--- src/rtl/loader_pkg.sv ---
// Shared definitions for the framed byte-stream memory loader.
package loader_pkg;

  typedef enum logic [2:0] {
    IDLE    = 3'd0,
    ADDR_HI = 3'd1,
    ADDR_LO = 3'd2,
    LEN_HI  = 3'd3,
    LEN_LO  = 3'd4,
    DATA    = 3'd5,
    CSUM    = 3'd6,
    DONE    = 3'd7
  } state_e;

  localparam logic [7:0] SYNC_DEFAULT = 8'hA5;
  localparam int         LEN_W        = 12;

endpackage

--- src/rtl/mem_loader.sv ---
// Parses SYNC/ADDR/LEN/DATA/CSUM frames from a byte stream and writes the
// payload into an external byte memory, flagging checksum mismatches.
//
// state   | meaning
// IDLE    | hunting for SYNC, other bytes dropped
// ADDR_HI | expecting start address high byte
// ADDR_LO | expecting start address low byte
// LEN_HI  | expecting length high nibble (upper nibble ignored)
// LEN_LO  | expecting length low byte
// DATA    | payload bytes, one memory write each
// CSUM    | expecting XOR checksum byte
// DONE    | one-cycle end-of-frame pulse, input stalled
module mem_loader
  import loader_pkg::*;
#(
  parameter int         ADDR_W = 11,
  parameter logic [7:0] SYNC   = SYNC_DEFAULT
) (
  input  logic              clk,
  input  logic              rst,
  input  logic              in_valid,
  input  logic [7:0]        in_data,
  output logic              in_ready,
  output logic              mem_we,
  output logic [ADDR_W-1:0] mem_addr,
  output logic [7:0]        mem_wdata,
  output logic              busy,
  output logic              done,
  output logic              err
);

  state_e             state_q, state_d;
  logic [ADDR_W-1:0]  addr_q, addr_d;
  logic [LEN_W-1:0]   rem_q, rem_d;
  logic [7:0]         csum_q, csum_d;
  logic [7:0]         hi_q, hi_d;
  logic               err_q, err_d;
  logic               we_q, we_d;
  logic [ADDR_W-1:0]  maddr_q, maddr_d;
  logic [7:0]         wdata_q, wdata_d;
  logic               accept;

  assign accept = in_valid && in_ready;

  always_ff @(posedge clk or posedge rst) begin
    if (rst) begin
      state_q <= IDLE;
      addr_q  <= '0;
      rem_q   <= '0;
      csum_q  <= '0;
      hi_q    <= '0;
      err_q   <= 1'b0;
      we_q    <= 1'b0;
      maddr_q <= '0;
      wdata_q <= '0;
    end else begin
      state_q <= state_d;
      addr_q  <= addr_d;
      rem_q   <= rem_d;
      csum_q  <= csum_d;
      hi_q    <= hi_d;
      err_q   <= err_d;
      we_q    <= we_d;
      maddr_q <= maddr_d;
      wdata_q <= wdata_d;
    end
  end

  always_comb begin
    state_d = state_q;
    case (state_q)
      IDLE:    if (accept && in_data == SYNC) state_d = ADDR_HI;
      ADDR_HI: if (accept) state_d = ADDR_LO;
      ADDR_LO: if (accept) state_d = LEN_HI;
      LEN_HI:  if (accept) state_d = LEN_LO;
      LEN_LO:  if (accept) state_d = ({rem_q[LEN_W-1:8], in_data} != '0) ? DATA : CSUM;
      DATA:    if (accept && rem_q == LEN_W'(1)) state_d = CSUM;
      CSUM:    if (accept) state_d = DONE;
      DONE:    state_d = IDLE;
      default: state_d = IDLE;
    endcase
  end

  // Datapath: header capture, running checksum and registered write strobe.
  always_comb begin
    addr_d  = addr_q;
    rem_d   = rem_q;
    csum_d  = csum_q;
    hi_d    = hi_q;
    err_d   = err_q;
    we_d    = 1'b0;
    maddr_d = maddr_q;
    wdata_d = wdata_q;
    if (accept) begin
      case (state_q)
        IDLE:    csum_d = '0;
        ADDR_HI: begin
          hi_d   = in_data;
          csum_d = csum_q ^ in_data;
        end
        ADDR_LO: begin
          addr_d = ADDR_W'({hi_q, in_data});
          csum_d = csum_q ^ in_data;
        end
        LEN_HI:  begin
          rem_d  = {in_data[3:0], 8'h00};
          csum_d = csum_q ^ in_data;
        end
        LEN_LO:  begin
          rem_d  = {rem_q[LEN_W-1:8], in_data};
          csum_d = csum_q ^ in_data;
        end
        DATA:    begin
          we_d    = 1'b1;
          maddr_d = addr_q;
          wdata_d = in_data;
          addr_d  = addr_q + ADDR_W'(1);
          rem_d   = rem_q - LEN_W'(1);
          csum_d  = csum_q ^ in_data;
        end
        CSUM:    err_d = (in_data != csum_q);
        default: ;
      endcase
    end
  end

  always_comb begin
    busy     = (state_q != IDLE);
    done     = (state_q == DONE);
    in_ready = (state_q != DONE);
  end

  assign mem_we    = we_q;
  assign mem_addr  = maddr_q;
  assign mem_wdata = wdata_q;
  assign err       = err_q;

endmodule
--- config.mk ---
export PLATFORM = sky130hd
export DESIGN_NAME = mem_loader
export DESIGN_NICKNAME = d
export VERILOG_FILES = /design/src/rtl/loader_pkg.sv /design/src/rtl/mem_loader.sv
export SDC_FILE = /design/constraint.sdc
export NUM_CORES = 1
export LEC_CHECK = 0
export CELL_PAD_IN_SITES_DETAIL_PLACEMENT = 1
export CELL_PAD_IN_SITES_GLOBAL_PLACEMENT = 1
export CORE_MARGIN = 1
export CORE_UTILIZATION = 41
export CTS_BUF_LIST = sky130_fd_sc_hd__clkbuf_4
export DETAILED_ROUTE_END_ITERATION = 10
export GPL_TIMING_DRIVEN = 0
export PLACE_DENSITY_LB_ADDON = 0.05
export REMOVE_ABC_BUFFERS = 1
export SYNTH_ARGS = -nofsm -noshare
export SYNTH_HDL_FRONTEND = slang
export SYNTH_SLANG_ARGS = --single-unit
--- constraint.sdc ---
create_clock -name clk -period 1.9 [get_ports clk]
set_clock_uncertainty 0.15 [all_clocks]
set_input_delay 0.285 -clock clk [delete_from_list [all_inputs] [get_ports clk]]
set_output_delay 0.285 -clock clk [all_outputs]
set_load 0.1 [all_outputs]
==> key figures, run 1 <==
Outcome
  – Status: finished, violations left
  – Violations in the final reports: setup timing

Clocking
  – CTS Buf Count: 9
  – Worst-skew pair later-pin latency: 0.40 ns
  – H-tree levels: 3
  – Maximum buffer depth of the clock tree: 2
  – Clock-pin slew on the worst setup and hold paths: ~0.11 ns
  – TritonCTS clock tree: yes
  – Root buffer cell: clkbuf_4
  – CTS sink count: 58

Logic synthesis
  – Main area contributors after synthesis: dfrtp_1 (46%), mux2_2 (8.3%), o21ai_0 (6.2%)
  – Synth area leader: dfrtp_1
  – Dominant synthesized flop cell: dfrtp_1
  – Sequential share of the synthesized area: between 40% and 50%
  – Number of flops mapped to enable cells by yosys: 0
  – Mapped Cells: 326
  – Synth top cells by count: dfrtp_1 (58), o21ai_0 (39), nand2_1 (36)
  – Synth unique cells: 53
  – Number of synthesized register bits: 58
  – Synth top area share: 46.31%
  – Synthesized area: 3134 um^2
  – Yosys warns: 0
  – Fraction of registers with async set or reset after synthesis: 100.0%
  – Syn Area/Cell: 9.614 um^2
  – Most common cell in the synthesized netlist: dfrtp_1

Layout
  – Final nets: approximately 400
  – Finished Cell Area: between 4000 and 5000 um^2
  – Fill cell count: between 700 and 800
  – P&R area growth vs syn: 34.77%
  – Share of cells above drive strength 1: 36.57%
  – Ant. Diodes: 0

Drt
  – Initial detailed-routing violation count: 182
  – Drt pass-1 iters: 4
  – DRC Markers: 0
  – Routed Antenna Nets: 0
  – Final wirelength: between 9000 and 10000 um
  – Vias/cell: between 5 and 6
  – DR vias: a little under 3000
  – Top sig layer: met4
  – Detailed-route wire length per cell: ~20 um
  – Detailed-routed wire length on met3: between 200 and 300 um
  – Met2 routed wirelength: ~5000 um
  – Wl on met1: 4526 um

Timing
  – Pins over their slew limit: 0
  – Peak Freq: 0.4810 GHz
  – Setup slack after layout: -0.1790 ns
  – Final-report hold violation count: 0
  – RSZ-0062 raised after global routing: yes
  – Period utilization: 109.4%
  – Setup TNS: -0.3387 ns
  – Slew @ Worst Pin: 0.8094 ns
  – Max-slew headroom: between 40 and 50%
  – # setup viols final: 4
  – Crit path time final: 2.079 ns
  – Min Hold Slack: 0.07071 ns

Floorplan
  – Initial Util: around 43%
  – Die X-Extent: 89.43 um
  – Core area: 7331 um^2
  – IO Pins: 35
  – Die Y: 89.43 um
  – Rows: 31
  – Die area: 7998 um^2

Place
  – Detail Placement HPWL: about 5600 um
  – PortBufs: 34
  – Setup Slack @ Placement: -1.148 ns
  – GPL Wtd Cong: 0.7651
  – DP Area: between 3000 and 4000 um^2

Hold path
  – Hold WC Path Type: input pin to async pin

Run
  – Max Cap Viol: 0

Critical path
  – Worst EP arrival: around 2.2 ns
  – CP Launch Type: input pin
  – Crit path max fanout: 7
  – CP Class: input pin to register
  – Worst setup EP type: register
  – CP required: 2.03 ns

Global routing
  – Grt total ovfl: 0
  – Total GRT Usage: 26.49%
  – Pin count of the biggest net entering global routing: 40
  – First-pass GRT wire length: 15410 um
  – Initial antenna violation count: 0
  – Vias in the first global route: 2908
## critical path, stage by stage
cell	delay (ns)
dlygate4sd2_1	0.38
or4_1	0.71
o41ai_2	0.38
o21ai_1	0.15
mux2_2	0.30
## metal layers
layer	vias up	GRT usage [%]
met3	21	3.324
met2	68	44.76
met4	0	11.11
met5	-	0
li1	1332	-
met1	1463	34.36
## worst paths after layout
path,from,to,slack [ns],cells past startpoint
worst max-delay path,in_data[6],state_q[0],-0.18,5
worst min-delay path,rst,csum_q[1],0.07,2
worst max register to register,state_q[1],state_q[0],-0.16,5
worst min register to register,mem_wdata[7],mem_wdata[7],0.36,1
max in group asynchronous,rst,state_q[0],0.92,3
min in group clk,in_data[7],csum_q[7],0.24,3
## layout make-up
type                       count  area [um^2]  area share [%]
sequential                    58         1463           34.63
clock inverter                 6        82.58           1.955
tap                           99        123.9           2.932
inverter                      10        37.54          0.8886
multi-input combinational    239         1778           42.09
clock buffer                   9        67.56           1.600
timing repair buffer          69        671.9           15.91
## layout by cell type, fill, tap and decap left out, drive strengths merged, types with 3 or more instances in the layout
master         instances
nor4                   7
and4                   4
o21ai                 41
a21oi                 24
nor2                   9
dfrtp                 58
and3b                  3
buf                   38
a22o                   3
clkdlybuf4s15         22
nand3                 12
clkinv                 3
dlygate4sd2            7
o41ai                  3
nand2                 36
xor2                   8
ha                     3
inv                   10
nor3                   7
nand3b                 3
a2bb2oi                5
o22ai                  6
mux2                  23
or4                    4
clkbuf                 9
and3                   3
## registers in the layout, summed over array words and instances (netlist names)
register   cells
mem_addr      11
csum_q         8
mem_wdata      8
state_q        3
mem_we         1
addr_q        11
rem_q         12
hi_q           3
err            1
## kinds of logic (layout without fill, tap and decap cells)
| family | after synthesis | after routing | share of synthesized area [%] |
|---|---|---|---|
| simple gates | 100 | 103 | 17.21 |
| compound gates | 100 | 100 | 19.56 |
| xor+xnor | 8 | 8 | 2.236 |
| fa+ha+maj | 3 | 3 | 1.198 |
| buf+inv | 32 | 94 | 4.591 |
| mux | 25 | 25 | 8.902 |
| flops | 58 | 58 | 46.31 |
## what timing repair did
item	4_1_cts	5_1_grt
hold buffers	0	0
cloned	2	1
endpoints found under the setup margin	79	47
gates resized for setup	123	36
setup buffers	24	11
pin swaps	8	9
## stage by stage
stage | utilization, % | std cells
finish | 57.62 | 490
global route | 57.62 | 490
CTS | 54.55 | 479
detailed placement | 47.91 | 438
global placement | 47.64 | 437
floorplan | - | 304
Power of run 1 is not shown: default switching activity piles up to over one toggle a cycle in this logic, so the estimate is an artifact.
==> inputs of run 2 (changes only) <==
CORE_UTILIZATION = 39   (was 41)
CTS_BUF_LIST = default   (was sky130_fd_sc_hd__clkbuf_4)
==> run 2 against run 1 <==
  * The run still ends with setup timing left
  * Global-route usage fell by 2.2 points
  * Cell area fell by 2.0%
  * Die area rose by 5.0%
  * First-iteration DRC count fell by 30%
  * Via count fell by 4.4%
  * Largest cell class unchanged
==> key figures, run 2 (same netlist as run 1, synthesis figures left out) <==
Critical path
  – Critical path buffer and inverter count: 1 (unchanged)
  – Crit path max fanout: 2 (-5)
  – CP Launch Type: register
  – Worst EP arrival: 2.15 ns (-0.06 ns)
  – Top Family by Delay on Critical Path: simple AND/OR/NAND/NOR gates
  – R2r startpoint: rem_q[1]
  – Worst path depth: 6 (+1)
  – Worst-path cell chain: inv_2, ha_1, or4bb_4, nor4_4, o21ai_1, mux2_4
  – R2R depth: 6 (+1)
  – CP peak stage delay: 0.47 ns (-0.24 ns)
  – CP required: 1.97 ns (-0.06 ns)
  – Slowest cell on crit path: or4bb_4
  – CP Class: register to register
  – R2R setup slack: -0.18 ns (-0.02 ns)
  – FF-to-FF End: state_q[0]
  – Worst setup EP type: register

Place
  – Detail Placement HPWL: 5548 um (-0.41%)
  – GPL Wtd Cong: 0.7533 (-1.5%)
  – DP Area: 3516 um^2 (+0.11%)
  – PortBufs: 34 (unchanged)
  – Placed Cells: 441 (+0.68%)

Floorplan
  – IO Pins: 35 (unchanged)
  – Rows: 32 (+3.2%)
  – Initial Util: 40.35% (-2.4 points)
  – Die X-Extent: 91.65 um (+2.5%)
  – Core area: 7767 um^2 (+6.0%)
  – Die Y: 91.65 um (+2.5%)
  – Die area: 8399 um^2 (+5.0%)

Global routing
  – Initial antenna violation count: 0 (unchanged)
  – Total GRT Usage: 24.29% (-2.2 points)
  – Grt total ovfl: 0 (unchanged)
  – Vias in the first global route: 2846 (-2.1%)
  – Pin count of the biggest net entering global routing: 40 (unchanged)
  – First-pass GRT wire length: 15550 um (+0.85%)

Layout
  – Finished Cell Area: 4138 um^2 (-2.0%)
  – Final core utilization: 53.27% (-4.4 points)
  – Top reg by flops: rem_q
  – Non-filler cells, final: 480 (-2.0%)
  – Max reg flops: 12 (unchanged)
  – Share of cells above drive strength 1: 33.86% (-2.7 points)
  – Most common cell after layout, fill and taps aside: dfrtp_1
  – Ant. Diodes: 0 (unchanged)
  – Final nets: 387 (-3.5%)
  – Most frequent cells in the layout: dfrtp_1 (49), nand2_1 (36), o21ai_0 (36)
  – P&R area growth vs syn: 32.02%

Timing
  – Final-report hold violation count: 0 (unchanged)
  – Slew @ Worst Pin: 0.5570 ns (-0.2524 ns)
  – Crit path time final: 2.077 ns (-0.001559 ns)
  – Pins over their slew limit: 0 (unchanged)
  – RSZ-0062 raised after global routing: yes
  – # setup viols final: 2 (-2)
  – Period utilization: 109.3% (about the same)
  – Setup slack after layout: -0.1774 ns (+0.001559 ns)
  – Peak Freq: 0.4814 GHz (about the same)
  – Max-slew headroom: 63.04% (+17 points)

Run
  – Max Cap Viol: 0 (unchanged)

Drt
  – Vias/cell: 5.744 (-2.4%)
  – Drt pass-1 iters: 4 (unchanged)
  – DRC Markers: 0 (unchanged)
  – Detailed-route wire length per cell: 20.29 um (-0.50%)
  – Initial detailed-routing violation count: 127 (-30%)
  – Final wirelength: 9740 um (-2.5%)
  – DR vias: 2757 (-4.4%)
  – Routed Antenna Nets: 0 (unchanged)

Clocking
  – TritonCTS clock tree: yes
  – CTS Buf Count: 9 (unchanged)
  – Root buffer cell: clkbuf_8
  – H-tree levels: 3 (unchanged)
  – CTS sink count: 58 (unchanged)
  – Worst-skew pair later-pin latency: 0.34 ns (-0.06 ns)
  – Maximum buffer depth of the clock tree: 2 (unchanged)
  – Clock-pin slew on the worst setup and hold paths: 0.07 ns (-0.04 ns)

Outcome
  – Status: finished, violations left
  – Violations in the final reports: setup timing

Hold path
  – Hold WC Path Type: input pin to async pin
## run 2: cell types whose count changed in the layout (fill, tap and decap cells not counted), sizes merged
cell,change
nand3,-1
dlygate4sd2,-1
dlymetal6s2s,+1
clkinv,-2
bufinv,-1
buf,-13
clkdlybuf4s15,-1
clkbuf,+4
clkinvlp,+1
## run 2: timing repair
item	CTS	global route
pin swaps	4	6
gates cloned	2	0
setup buffers	15	6
setup endpoints to repair	79	50
gates resized for setup	122	30
hold buffers	0	0
## run 2: cell type report
class | count | area, um^2
clock inverters | 4 | 50.05
inverters | 10 | 37.54
fillers | 872 | 3630
repair buffers | 56 | 558.0
flip-flops and latches | 58 | 1468
clock buffers | 12 | 155.1
well taps | 102 | 127.6
multi-input cells | 238 | 1742
## run 2: worst max path at each step
stage                from  slack (ns)    endpoint
2_1_floorplan  state_q[0]       -1.26  state_q[1]
3_3_place_gp          rst       -1.16    rem_q[5]
3_5_place_dp   state_q[0]       -1.16        busy
4_1_cts          rem_q[9]       -0.11  state_q[0]
5_1_grt          rem_q[1]       -0.27  state_q[1]
6_report         rem_q[1]       -0.18  state_q[0]
## run 2: per-layer routing
metal / vias up / share of wire, % / GRT usage, %
li1: 1288 / - / -
met1: 1415 / 46 / 32.39
met2: 44 / 50 / 40.41
met3: 10 / 2.8 / 3.234
met4: 0 / 1.2 / 8.730
met5: - / 0 / 0
## run 2: through the flow
stage	setup TNS (ns)	hold slack [ns]	worst slack, ns
finish	-0.3448	0.1134	-0.1774
global route	-0.5435	0.1512	-0.2737
CTS	-0.1271	0.1206	-0.1106
detailed placement	-47.07	0.3429	-1.156
global placement	-111.27	0.3385	-1.163
floorplan	-8.315	0.2298	-1.263
Power of run 2 is left out for the same reason.
==> inputs of run 3 (changes only) <==
CORE_ASPECT_RATIO = 0.5   (was default)
==> run 3 against run 2 <==
  * The flow still finishes with violations (setup timing)
  * Cell count is 2.1% higher
  * Largest cell class unchanged
  * Core utilization is 3.0 points higher
  * Die area is 0.26% higher
  * Hold slack better by 0.020 ns
  * Highest routed layer unchanged
  * Wire length is 1.8% higher
  * Non-clock buffer count is 4 higher
  * Setup slack better by 0.061 ns
  * Critical path depth is 1 lower
==> key figures, run 3 (same netlist as run 1, synthesis figures left out) <==
Outcome
  – Status: finished, violations left
  – Violations in the final reports: setup timing

Hold path
  – Hold WC Path Type: input pin to async pin

Timing
  – Crit path time final: 2.016 ns (-0.06118 ns)
  – Setup slack after layout: -0.1162 ns (+0.06118 ns)
  – RSZ-0062 raised after global routing: yes
  – Pins over their slew limit: 0 (unchanged)
  – Peak Freq: 0.4960 GHz (+3.0%)
  – Slew @ Worst Pin: 0.7254 ns (+0.1684 ns)
  – Max-slew headroom: 51.64% (-11 points)
  – # setup viols final: 4 (+2)
  – Period utilization: 106.1% (-3.2 points)
  – Final-report hold violation count: 0 (unchanged)

Critical path
  – Worst-path cell chain: clkdlybuf4s15_1, or4bb_4, nor4_4, o21ai_1, mux2_2
  – Worst setup EP type: register
  – Slowest cell on crit path: clkdlybuf4s15_1
  – CP required: 1.96 ns (about the same)
  – CP Class: input pin to register
  – Worst EP arrival: 2.07 ns (-0.08 ns)
  – CP peak stage delay: 0.64 ns (+0.17 ns)
  – CP Launch Type: input pin
  – Crit path max fanout: 16 (+14)

Layout
  – P&R area growth vs syn: 35.33%
  – Fill cell count: 853 (-2.2%)
  – Share of cells above drive strength 1: 34.29% (+0.43 points)
  – Most frequent cells in the layout: dfrtp_1 (51), nand2_1 (36), o21ai_0 (36)
  – Non-filler cells, final: 490 (+2.1%)
  – Final nets: 391 (+1.0%)
  – Max reg flops: 12 (unchanged)
  – Most common cell after layout, fill and taps aside: dfrtp_1
  – Top reg by flops: rem_q
  – Ant. Diodes: 0 (unchanged)

Place
  – Detail Placement HPWL: 5967 um (+7.6%)
  – PortBufs: 34 (unchanged)
  – Placed Cells: 447 (+1.4%)
  – GPL Wtd Cong: 0.7914 (+5.1%)

Global routing
  – Total GRT Usage: 24.98% (+0.69 points)
  – Initial antenna violation count: 0 (unchanged)
  – Vias in the first global route: 2967 (+4.3%)
  – Grt total ovfl: 0 (unchanged)
  – First-pass GRT wire length: 15730 um (+1.2%)
  – Pin count of the biggest net entering global routing: 40 (unchanged)

Floorplan
  – IO Pins: 35 (unchanged)
  – Die X-Extent: 128.8 um (+41%)
  – Die area: 8421 um^2 (+0.26%)
  – Initial Util: 41.56% (+1.2 points)
  – Rows: 22 (-31%)
  – Die Y: 65.39 um (-29%)
  – Core area: 7542 um^2 (-2.9%)

Run
  – Max Cap Viol: 0 (unchanged)

Clocking
  – Worst-skew pair later-pin latency: 0.33 ns (about the same)
  – H-tree levels: 3 (unchanged)
  – CTS sink count: 58 (unchanged)
  – Clock-pin slew on the worst setup and hold paths: 0.05 ns (-0.02 ns)
  – Maximum buffer depth of the clock tree: 2 (unchanged)
  – Hold Buf Count CTS: 0 (unchanged)
  – CTS Buf Count: 9 (unchanged)
  – Root buffer cell: clkbuf_16
  – TritonCTS clock tree: yes

Drt
  – DR vias: 2805 (+1.7%)
  – DRC Markers: 0 (unchanged)
  – Final wirelength: 9915 um (+1.8%)
  – Vias/cell: 5.724 (-0.34%)
  – Routed Antenna Nets: 0 (unchanged)
  – Detailed-route wire length per cell: 20.23 um (-0.28%)
  – Initial detailed-routing violation count: 152 (+20%)
  – Drt pass-1 iters: 4 (unchanged)
==> run 3: through the flow <==
step	hold WS, ns	TNS [ns]	util (%)	area, um^2	setup slack [ns]
final	0.1338	-0.2025	56.24	4242	-0.1162
after global routing	0.1864	-1.313	56.24	4242	-0.1717
after CTS	0.1463	-0.1671	54.01	4074	-0.06807
after detailed placement	0.3438	-44.10	46.72	3523	-1.185
after global placement	0.3370	-102.32	46.45	3503	-1.119
after floorplan	0.2298	-8.315	-	3028	-1.263
==> run 3: final cells by class <==
type	count	area, um^2	share of cell area (%)
Clock buffer	12	266.5	6.283
Multi-Input combinational cell	238	1724	40.65
Timing Repair Buffer	60	590.6	13.92
Inverter	10	37.54	0.8850
Clock inverter	4	25.02	0.5900
Tap cell	108	135.1	3.186
Sequential cell	58	1463	34.48
==> run 3: metal layers <==
layer	up-vias	GRT usage [%]	share of wire [%]	wire length, um
met5	-	0	0	0
met4	0	8.971	0.96	95
met3	12	5.619	4.6	460
met2	49	39.39	47	4632
met1	1446	33.85	48	4726
li1	1298	-	-	-
==> run 3: worst paths after layout <==
check,start,endpoint,slack (ns),depth (start not counted)
setup / recovery,in_valid,state_q[0],-0.12,5
hold / removal,rst,mem_we,0.13,2
setup reg to reg,rem_q[6],state_q[0],-0.10,4
hold reg to reg,mem_addr[6],mem_addr[6],0.35,1
max in group asynchronous,rst,state_q[0],0.87,3
min in group clk,mem_addr[6],mem_addr[6],0.35,1
==> run 3: critical path, delay by kind of cell <==
| family | cells | cell delay, ns |
|---|---|---|
| and+or+nand+nor | 2 | 0.76 |
| muxes | 1 | 0.27 |
| buffers and inverters | 1 | 0.64 |
| AOI/OAI and AO/OA | 1 | 0.11 |
==> run 3: timing repair <==
action | in CTS | in global routing
gates resized for setup | 118 | 21
hold endpoints to repair | 0 | 0
endpoints found under the setup margin | 79 | 50
buffers inserted | 17 | 8
pin swaps | 4 | 2
gates cloned | 1 | 1
Power of run 3 is left out for the same reason.
==> edit, RTL diff (flow settings as in run 2) <==
Set the parameter `ADDR_W` to 12 (it was 11).
--- a/src/rtl/mem_loader.sv
+++ b/src/rtl/mem_loader.sv
@@ -13,7 +13,7 @@
 module mem_loader
   import loader_pkg::*;
 #(
-  parameter int         ADDR_W = 11,
+  parameter int         ADDR_W = 12,
   parameter logic [7:0] SYNC   = SYNC_DEFAULT
 ) (
   input  logic              clk,
Interface: changed (resized mem_addr); port bits go from 35 to 36. The function was not compared with the original's and may differ.
==> edit against run 2 <==
- synthesized area rose by 3.0%
- wire length down 2.7%
- via count rose by 3.1%
- cell area is 0.33% higher
- sequential cell count rose by 3
- non-clock buffer count fell by 1
- critical endpoint is now rem_q[11]
- worst setup slack better by 200 ps
- synthesized cell count increased by 4.6%
Power is not shown: default switching activity piles up to over one toggle a cycle in this logic, so the estimate is an artifact.
==> edit: results <==
{
  "status": "completed",
  "whs_ps": 286,
  "cts.sink_count": 61,
  "num-multi-input-gates": 251,
  "postPlaceCellArea_um2": 3580,
  "totalWireLength_mm": 9.48,
  "nNonClkInverters": 13,
  "grt_use_total_pct": 23.3,
  "drt_iter0_markers": 113,
  "synth.top_cells.by_count": "61 x dfrtp_1, 44 x nand2_1, 41 x o21ai_0, 26 x nor2_1, 24 x a21oi_1",
  "numPortBuffers": 35,
  "crit_slowest_cell": "or3_1",
  "ys_types": 52,
  "grt_first_pass_wirelength_mm": 15.4,
  "cp_data_arrival_time_ps": 1950,
  "r2r_slack_ps": 20,
  "reg2reg_from": "rem_q[0]",
  "hpwl_mm": 5.33,
  "grt_max_degree": 62,
  "syn_inst": 341,
  "postCtsSetupBuffers": 17,
  "gp_congestion": 0.782,
  "wl_met2_mm": 4.53,
  "r2r_cells": 4,
  "cp_max_fo": 5,
  "netlist_top_cells_area": "dfrtp_1 47%, o21ai_0 6.4%, mux2_2 5.2%, nand2_1 5.1%, a21oi_1 3.7%",
  "clkCellAreaFrac_pct": 5.36,
  "syn2layout_area_growth_pct": 28.6,
  "met2_usage_pct": 37.0,
  "critical_path.max_stage_delay_ps": 450,
  "pre_cts_ws_ps": -1560
}
-- edit: cells by family (layout without fill, tap and decap cells) --
| family | Yosys count | in the layout | share of synthesized area, % |
|---|---|---|---|
| buffers and inverters | 32 | 84 | 5.39 |
| XOR/XNOR | 5 | 5 | 1.36 |
| AND/OR/NAND/NOR | 120 | 123 | 19.3 |
| flip-flops | 61 | 61 | 47.3 |
| AO/OA/AOI/OAI | 96 | 96 | 17.2 |
| adder cells (fa/ha/maj) | 3 | 3 | 1.16 |
| multiplexers | 24 | 24 | 8.33 |
-- edit: worst max path at each step --
stage | slack, ps | startpoint | to
floorplan | -1040 | state_q[2] | done
global placement | -1490 | state_q[2] | mem_addr[11]
detailed placement | -1560 | state_q[2] | rem_q[10]
CTS | -30 | state_q[2] | addr_q[0]
global route | -70 | rem_q[0] | rem_q[11]
finish | 20 | rem_q[0] | rem_q[11]
